### src/rtl/spm_driver_pkg.sv
// Shared types and constants for the spm_driver host-side serial-parallel multiplier driver.
// The optional signed-Y mode is selected by SPM_DRIVER_SIGNED_Y_EN.
package spm_driver_pkg;

  localparam int unsigned SPM_SIZE_DEFAULT = 16;

  typedef enum logic [1:0] {
    IDLE = 2'd0,
    RUN  = 2'd1,
    TAIL = 2'd2,
    HOLD = 2'd3
  } state_e;

  // Bit counter must reach 2*size-1 with headroom.
  function automatic int unsigned cnt_width(input int unsigned size);
    return $clog2(2 * size) + 1;
  endfunction

endpackage

### src/rtl/spm_driver_deser.sv
// Right-shifting capture register: collects the serial product LSB-first into a parallel word.
module spm_driver_deser #(
  parameter int unsigned W = 32
) (
  input  logic         clk,
  input  logic         rst,
  input  logic         en,
  input  logic         clr,
  input  logic         din,
  output logic [W-1:0] q
);

  always_ff @(posedge clk or posedge rst) begin
    if (rst) begin
      q <= '0;
    end else if (clr) begin
      q <= '0;
    end else if (en) begin
      q <= {din, q[W-1:1]};
    end
  end

endmodule

### src/rtl/spm_driver.sv
// Drives one spm instance: holds x, streams y LSB-first, deserialises the product.
// Define SPM_DRIVER_SIGNED_Y_EN to sign-extend y and expose the signed_mode tie-off.
module spm_driver
  import spm_driver_pkg::*;
#(
  parameter int unsigned SIZE = SPM_SIZE_DEFAULT
) (
  input  logic              clk,
  input  logic              rst,
  input  logic              in_valid,
  output logic              in_ready,
  input  logic [SIZE-1:0]   in_x,
  input  logic [SIZE-1:0]   in_y,
  output logic              out_valid,
  input  logic              out_ready,
  output logic [2*SIZE-1:0] out_p,
  output logic              busy,
  output logic              spm_rst,
  output logic [SIZE-1:0]   spm_x,
  output logic              spm_y,
  input  logic              spm_p
`ifdef SPM_DRIVER_SIGNED_Y_EN
  ,
  output logic              signed_mode
`endif
);

  localparam int unsigned PW = 2 * SIZE;
  localparam int unsigned CW = cnt_width(SIZE);

  state_e          state_q, state_d;
  logic [CW-1:0]   cnt_q, cnt_d;
  logic [SIZE-1:0] x_q, x_d;
  logic [SIZE-1:0] y_q, y_d;
  logic            in_ready_q, in_ready_d;
  logic            out_valid_q, out_valid_d;
  logic            busy_q, busy_d;
  logic            spm_rst_q, spm_rst_d;
  logic            cap_en, cap_clr;
  logic            fill_bit;

  // Arithmetic shift keeps the latched sign bit, so no extra fill register is needed.
`ifdef SPM_DRIVER_SIGNED_Y_EN
  assign fill_bit    = y_q[SIZE-1];
  assign signed_mode = 1'b1;
`else
  assign fill_bit    = 1'b0;
`endif

  always_ff @(posedge clk or posedge rst) begin
    if (rst) begin
      state_q     <= IDLE;
      cnt_q       <= '0;
      x_q         <= '0;
      y_q         <= '0;
      in_ready_q  <= 1'b1;
      out_valid_q <= 1'b0;
      busy_q      <= 1'b0;
      spm_rst_q   <= 1'b1;
    end else begin
      state_q     <= state_d;
      cnt_q       <= cnt_d;
      x_q         <= x_d;
      y_q         <= y_d;
      in_ready_q  <= in_ready_d;
      out_valid_q <= out_valid_d;
      busy_q      <= busy_d;
      spm_rst_q   <= spm_rst_d;
    end
  end

  always_comb begin
    state_d     = state_q;
    cnt_d       = cnt_q;
    x_d         = x_q;
    y_d         = y_q;
    in_ready_d  = in_ready_q;
    out_valid_d = out_valid_q;
    busy_d      = busy_q;
    spm_rst_d   = spm_rst_q;
    cap_en      = 1'b0;
    cap_clr     = 1'b0;

    case (state_q)
      IDLE: begin
        if (in_valid && in_ready_q) begin
          state_d    = RUN;
          x_d        = in_x;
          y_d        = in_y;
          cnt_d      = '0;
          cap_clr    = 1'b1;
          in_ready_d = 1'b0;
          busy_d     = 1'b1;
          spm_rst_d  = 1'b0;
        end
      end
      RUN: begin
        // Product bit k appears one edge after y bit k, so capture lags by one.
        y_d    = {fill_bit, y_q[SIZE-1:1]};
        cap_en = (cnt_q != '0);
        cnt_d  = cnt_q + CW'(1);
        if (cnt_q == CW'(PW - 1)) begin
          state_d = TAIL;
        end
      end
      TAIL: begin
        cap_en      = 1'b1;
        out_valid_d = 1'b1;
        state_d     = HOLD;
      end
      HOLD: begin
        if (out_ready) begin
          state_d     = IDLE;
          out_valid_d = 1'b0;
          in_ready_d  = 1'b1;
          busy_d      = 1'b0;
          spm_rst_d   = 1'b1;
        end
      end
      default: state_d = IDLE;
    endcase
  end

  spm_driver_deser #(
    .W (PW)
  ) u_deser (
    .clk (clk),
    .rst (rst),
    .en  (cap_en),
    .clr (cap_clr),
    .din (spm_p),
    .q   (out_p)
  );

  assign in_ready  = in_ready_q;
  assign out_valid = out_valid_q;
  assign busy      = busy_q;
  assign spm_rst   = spm_rst_q;
  assign spm_x     = x_q;
  assign spm_y     = y_q[0];

endmodule

### config.mk
export PLATFORM = sky130hd
export DESIGN_NAME = spm_driver
export DESIGN_NICKNAME = d
export VERILOG_FILES = /design/src/rtl/spm_driver_pkg.sv /design/src/rtl/spm_driver_deser.sv /design/src/rtl/spm_driver.sv
export SDC_FILE = /design/constraint.sdc
export NUM_CORES = 1
export LEC_CHECK = 0
export CAP_MARGIN = 20
export CORE_ASPECT_RATIO = 0.9
export CORE_MARGIN = 4
export CORE_UTILIZATION = 45
export CTS_BUF_LIST = sky130_fd_sc_hd__clkbuf_4 sky130_fd_sc_hd__clkbuf_8
export DETAILED_ROUTE_END_ITERATION = 12
export PLACE_DENSITY_LB_ADDON = 0.25
export RECOVER_POWER = 100
export SYNTH_ARGS = -nofsm -noshare
export SYNTH_HDL_FRONTEND = slang
export SYNTH_SLANG_ARGS = --single-unit
### constraint.sdc
create_clock -name clk -period 2 [get_ports clk]
set_input_delay 0.2 -clock clk [delete_from_list [all_inputs] [get_ports clk]]
set_output_delay 0.2 -clock clk [all_outputs]
set_load 0.02 [all_outputs]
# Yosys cells after proc, flatten, opt, wreduce, memory -nomap -nowiden
# Cells that the tools add are included.
# classes
n_reduce_logical	12
n_addsub	1
div_mod_pow	0
n_bitwise	0
magnitude_cmp	0
shift	0
mux	20
n_mul	0
n_eq_ne	7
# op_table
operator	n
32-bit 2-to-1 mux	2
16-bit one-hot mux with 2 select lines	1
16-bit 2-to-1 mux	1
6-bit one-hot mux with 2 select lines	1
1-bit one-hot mux with 2 select lines	4
2-bit one-hot mux with 4 select lines	1
2-bit nonzero test	4
6-bit by 1-bit adder with 6-bit output, second input constant	1
6-bit by 5-bit == test with 1-bit output, second input constant	1
1-bit 2-to-1 mux	6
2-bit 2-to-1 mux	3
6-bit 2-to-1 mux	1
2-bit inequality test, second input constant	3
2-bit AND reduction	3
3-bit AND reduction	2
6-bit nonzero test	1
2-bit == test, second input constant	2
2-bit by 1-bit == test with 1-bit output, second input constant	1
2-bit zero test	1
1-bit logical AND	1
# word_totals
regBits	75
ram_bits	0
inputBits	37
latchBits	0
romBits	0
output_inout_bits	53
word_cells	48
mem_count	0

# Depth between registers and ports, before layout
# depth
ltp_word	4
mapped_depth	8
ltp_nobuf	6

# By module
# From an unflattened synthesis, not the netlist that was laid out.
# hier_totals
hier_cells	278
area_unflattened_um2	3370.7
# modules_own_cells
mod	n_inst	cells_each	area_each_um2	seq_area_each_um2
spm_driver	1	174	2043.2	1077.3
spm_driver_deser	1	104	1327.5	800.8

# Least setup slack after synthesis
# No wires, ideal clock.
# synth_path
path_kind	flip-flop to flip-flop
from	register state_q[0]
to	register cnt_q[3]
synth_period_minus_slack_ps	1626
n_path_buf	2
required_time_ps	1861
slack_ps	374
setup_time_ps	139
t_arrival_ps	1488
stages_incl_launch_ff	9
path_cell_list	dfrtp_1 -> inv_1 -> ha_1 -> buf_2 -> and3_4 -> buf_4 -> o2111ai_1 -> xor2_1 -> nor2_1
# synth_via
elab_chain_cells	3
word_cells_on_any_way	6
classes_between	eq/ne (2); mux (1); reduce/logical (3)
# synth_rtl
item	line	source
start: declaration	spm_driver.sv:31	state_e state_q, state_d;
start signal: assignment	spm_driver.sv:61	state_q <= state_d;
2-bit by 1-bit == test with 1-bit output / 2-bit zero test (equally long branches)	spm_driver.sv:84	case (state_q)
2-bit nonzero test (no line) / 2-bit inequality test (equally long branches)	n/a	
2-bit AND reduction (no line)	n/a	
end signal: assignment	spm_driver.sv:62	cnt_q <= cnt_d;
end: declaration	spm_driver.sv:32	logic [CW-1:0] cnt_q, cnt_d;
# Several ways; a longest one is shown, not always the timed one.
# A chain may end at the register's enable or synchronous reset.

==> flow_metrics.py <==
metrics = {
    "floorplanning": {
        "initial_utilization": 0.470,
        "core_um2": 7180,
        "rows": 29,
        "die_h_um": 90.2,
        "die-area_um2": 8960,
        "die_w_um": 99.3,
        "pin_count": 90,
    },
    "min_path": {
        "hold_depth": 3,
        "min_path_type": "in -> reg",
    },
    "placement": {
        "place_hpwl_mm": 5.41,
        "dpl_cell_area_um2": 4400,
        "place_congestion": 0.830,
        "dp_cells": 518,
        "dp_worst_setup_slack_ps": 183,
        "port_buffers": 89,
    },
    "clocking": {
        "cts_buffer_depth": 2,
        "clk_pin_slew_ps": 80,
        "post-cts-setup-buffers": 0,
        "cts.htree.levels": 3,
        "cts_resized": 0,
        "cts_made_buffers": 9,
        "cts_num_sinks": 75,
        "tritoncts": "done",
        "clockRootBuffer": "clkbuf_8",
        "clock_latency_ps": 350,
        "cts_hold_buf": 0,
    },
    "route": {
        "first_pass_iters": 4,
        "postRouteAntennaNets": 0,
        "drc_errors": 0,
        "num_vias": 2681,
        "drt_iter0_drc": 96,
        "drt-wirelength-per-cell_um": 13.7,
        "vias_per_cell": 5.02,
        "routed_wl_mm": 7.32,
    },
    "setup_path": {
        "end_kind": "primary output",
        "worst-path-stages": 1,
        "crit_type": "reg -> out",
        "crit_buf_inv": 1,
        "cp_data_required_time_ps": 1800,
        "worst_setup_path_start_kind": "register",
        "cp_max_fo": 7,
        "cp_top_family": "flip-flops",
        "path_cells": "clkdlybuf4s50_1",
        "crit_slowest_cell": "dfstp_1",
        "crit_arrival_ps": 1680,
        "r2r.worst_path.cells": 6,
        "max_stage_delay_ps": 670,
    },
    "logic_synthesis": {
        "ys.warnings.count": 0,
        "ys_seq_area_frac": 0.556,
        "synth_edf_count": 0,
        "yosysUniqueCellTypes": 33,
        "synthAdderAreaFrac": 0.0222,
        "synth_xor_area_frac": 0.0104,
        "synth_nets": 389,
        "syn_area_per_cell_um2": 9.76,
        "synth_top_flop_cell": "dfrtp_1",
        "synth_cells": 346,
        "muxShareOfSynthArea": 0.0507,
        "synth_top_family_by_area": "simple AND/OR/NAND/NOR gates",
        "synth_compound_area_frac": 0.111,
        "async_flop_share": 1.00,
        "synth-simple-area-share": 0.197,
        "ys_ff_latch": 75,
        "syn_area_um2": 3380,
    },
    "grt": {
        "grt_pass1_wl_mm": 12.5,
        "grt_pass1_vias": 2551,
        "grt_antenna_before_repair": 0,
        "overflow": 0,
        "grt_start_max_net_pins": 81,
        "grtUsageTotal": 0.172,
    },
    "finish": {
        "areaGrowthSynthToFinish_pct": 35.8,
        "drive_gt1_frac": 0.0839,
        "final_core_util": 0.638,
        "fin_cells": 534,
        "multi_input_area_um2": 1310,
        "fin_nets": 479,
        "fillers": 604,
        "design_area_um2": 4590,
        "diodes": 0,
        "regArea_um2": 1880,
    },
    "power": {
        "p_leak_nw": 2.33,
        "power_density_nw_per_um2": 708,
        "peakVddDrop_v": 0.000421,
    },
    "timing": {
        "maxSlewHeadroom": 0.426,
        "fmax_ghz": 0.532,
        "finalSetupViolCount": 0,
        "finalCritPeriodShare": 0.940,
        "slew_violations": 0,
        "period_minus_slack_ps": 1880,
        "fin_setup_tns_ps": 0,
        "finClkSkew_ps": 9.28,
        "rsz0062_at_grt": "false",
        "fin_ws_ps": 121,
        "worst_slew_pin_slew_ps": 856,
        "finalHoldViolCount": 0,
    },
    "outcome": {
        "outcome": "completed",
    },
    "flow_run": {
        "max_cap_viol_count": 0,
    },
}
[worst reg2reg max path: cells and delay by family (launching register included)]
| kind | cells | cell delay [ps] |
|---|---|---|
| fa+ha+maj | 1 | 360 |
| compound gates | 1 | 210 |
| buf+inv | 2 | 310 |
| flops | 1 | 410 |
| simple gates | 2 | 410 |
[cells by family after synthesis]
logic type,Yosys count
compound gates,63
xor+xnor,4
fa+ha+maj,6
buf+inv,31
flops,75
mux,17
simple gates,150
[placed cells by master, fill, tap and decap left out, types with 2 or more instances in the layout]
cell	netlist	layout
a22o_1	2	2
buf_12	0	2
buf_4	6	6
bufinv_16	0	3
clkbuf_2	1	3
clkbuf_8	0	9
clkdlybuf4s50_1	0	37
dfrtp_1	74	74
dlygate4sd3_1	0	52
ha_1	6	6
inv_1	8	7
inv_6	0	2
mux2i_1	16	16
nand2_1	101	101
nand2b_1	2	2
nand3_1	33	33
nand3_2	2	2
nor2_1	6	7
o2111ai_1	2	2
o21ai_0	21	35
o21ai_1	33	19
xor2_1	3	3
[report_power, final]
| group | leakage (nW) | switching, W | total, W | internal (W) |
|---|---|---|---|---|
| Clock | 0.120 | 0.000590 | 0.00143 | 0.000839 |
| Combinational | 1.26 | 0.000119 | 0.000245 | 0.000125 |
| Sequential | 0.951 | 0.0000277 | 0.00158 | 0.00155 |
[through the flow]
| step | hold slack (ps) | power (W) |
|---|---|---|
| 2_1_floorplan | 305 | 0.00170 |
| 3_3_place_gp | 458 | 0.00187 |
| 3_5_place_dp | 461 | 0.00188 |
| 4_1_cts | 222 | 0.00332 |
| 5_1_grt | 361 | 0.00339 |
| 6_report | 377 | 0.00325 |
[sequential cells by signal (all words and copies together) (netlist names)]
| signal | flops |
|---|---|
| cnt_q | 6 |
| spm_rst | 1 |
| busy | 1 |
| state_q | 2 |
| y_q | 16 |
| u_deser.q | 32 |
| out_valid | 1 |
| spm_x | 16 |
[final cells by class]
type,instances,area share
sequential,75,0.409
multi-input combinational,240,0.285
timing repair buffer,102,0.219
clock buffer,9,0.0270
clock inverter,7,0.0270
tap,93,0.0254
inverter,8,0.00682
[routing by layer]
metal	track usage	share of wire	up-vias
met5	0	0	-
met4	0.0410	0.0089	0
met3	0.0534	0.068	7
met2	0.275	0.46	79
met1	0.228	0.46	1256
li1	-	-	1339
[cells in the mapped netlist (4+ instances only)]
master,n,area share
o21ai_0,21,0.031
nand3_1,33,0.049
buf_6,4,0.013
mux2i_1,16,0.047
nor2_1,6,0.0067
ha_1,6,0.022
inv_1,8,0.0089
clkbuf_1,6,0.0067
dfrtp_1,74,0.55
buf_4,6,0.013
nand2_1,101,0.11
buf_2,6,0.0089
o21ai_1,33,0.049
[worst paths after layout]
check / slack [ps] / to / start
worst max-delay path: 120 / in_ready / spm_rst
worst min-delay path: 380 / spm_x[0] / in_x[0]
worst max register to register: 180 / cnt_q[1] / state_q[0]
worst min register to register: 470 / spm_x[3] / spm_x[3]
max in group asynchronous: 540 / u_deser.q[24] / rst
min in group asynchronous: 420 / y_q[6] / rst
No activity file was read; power rests on OpenSTA's default activity.
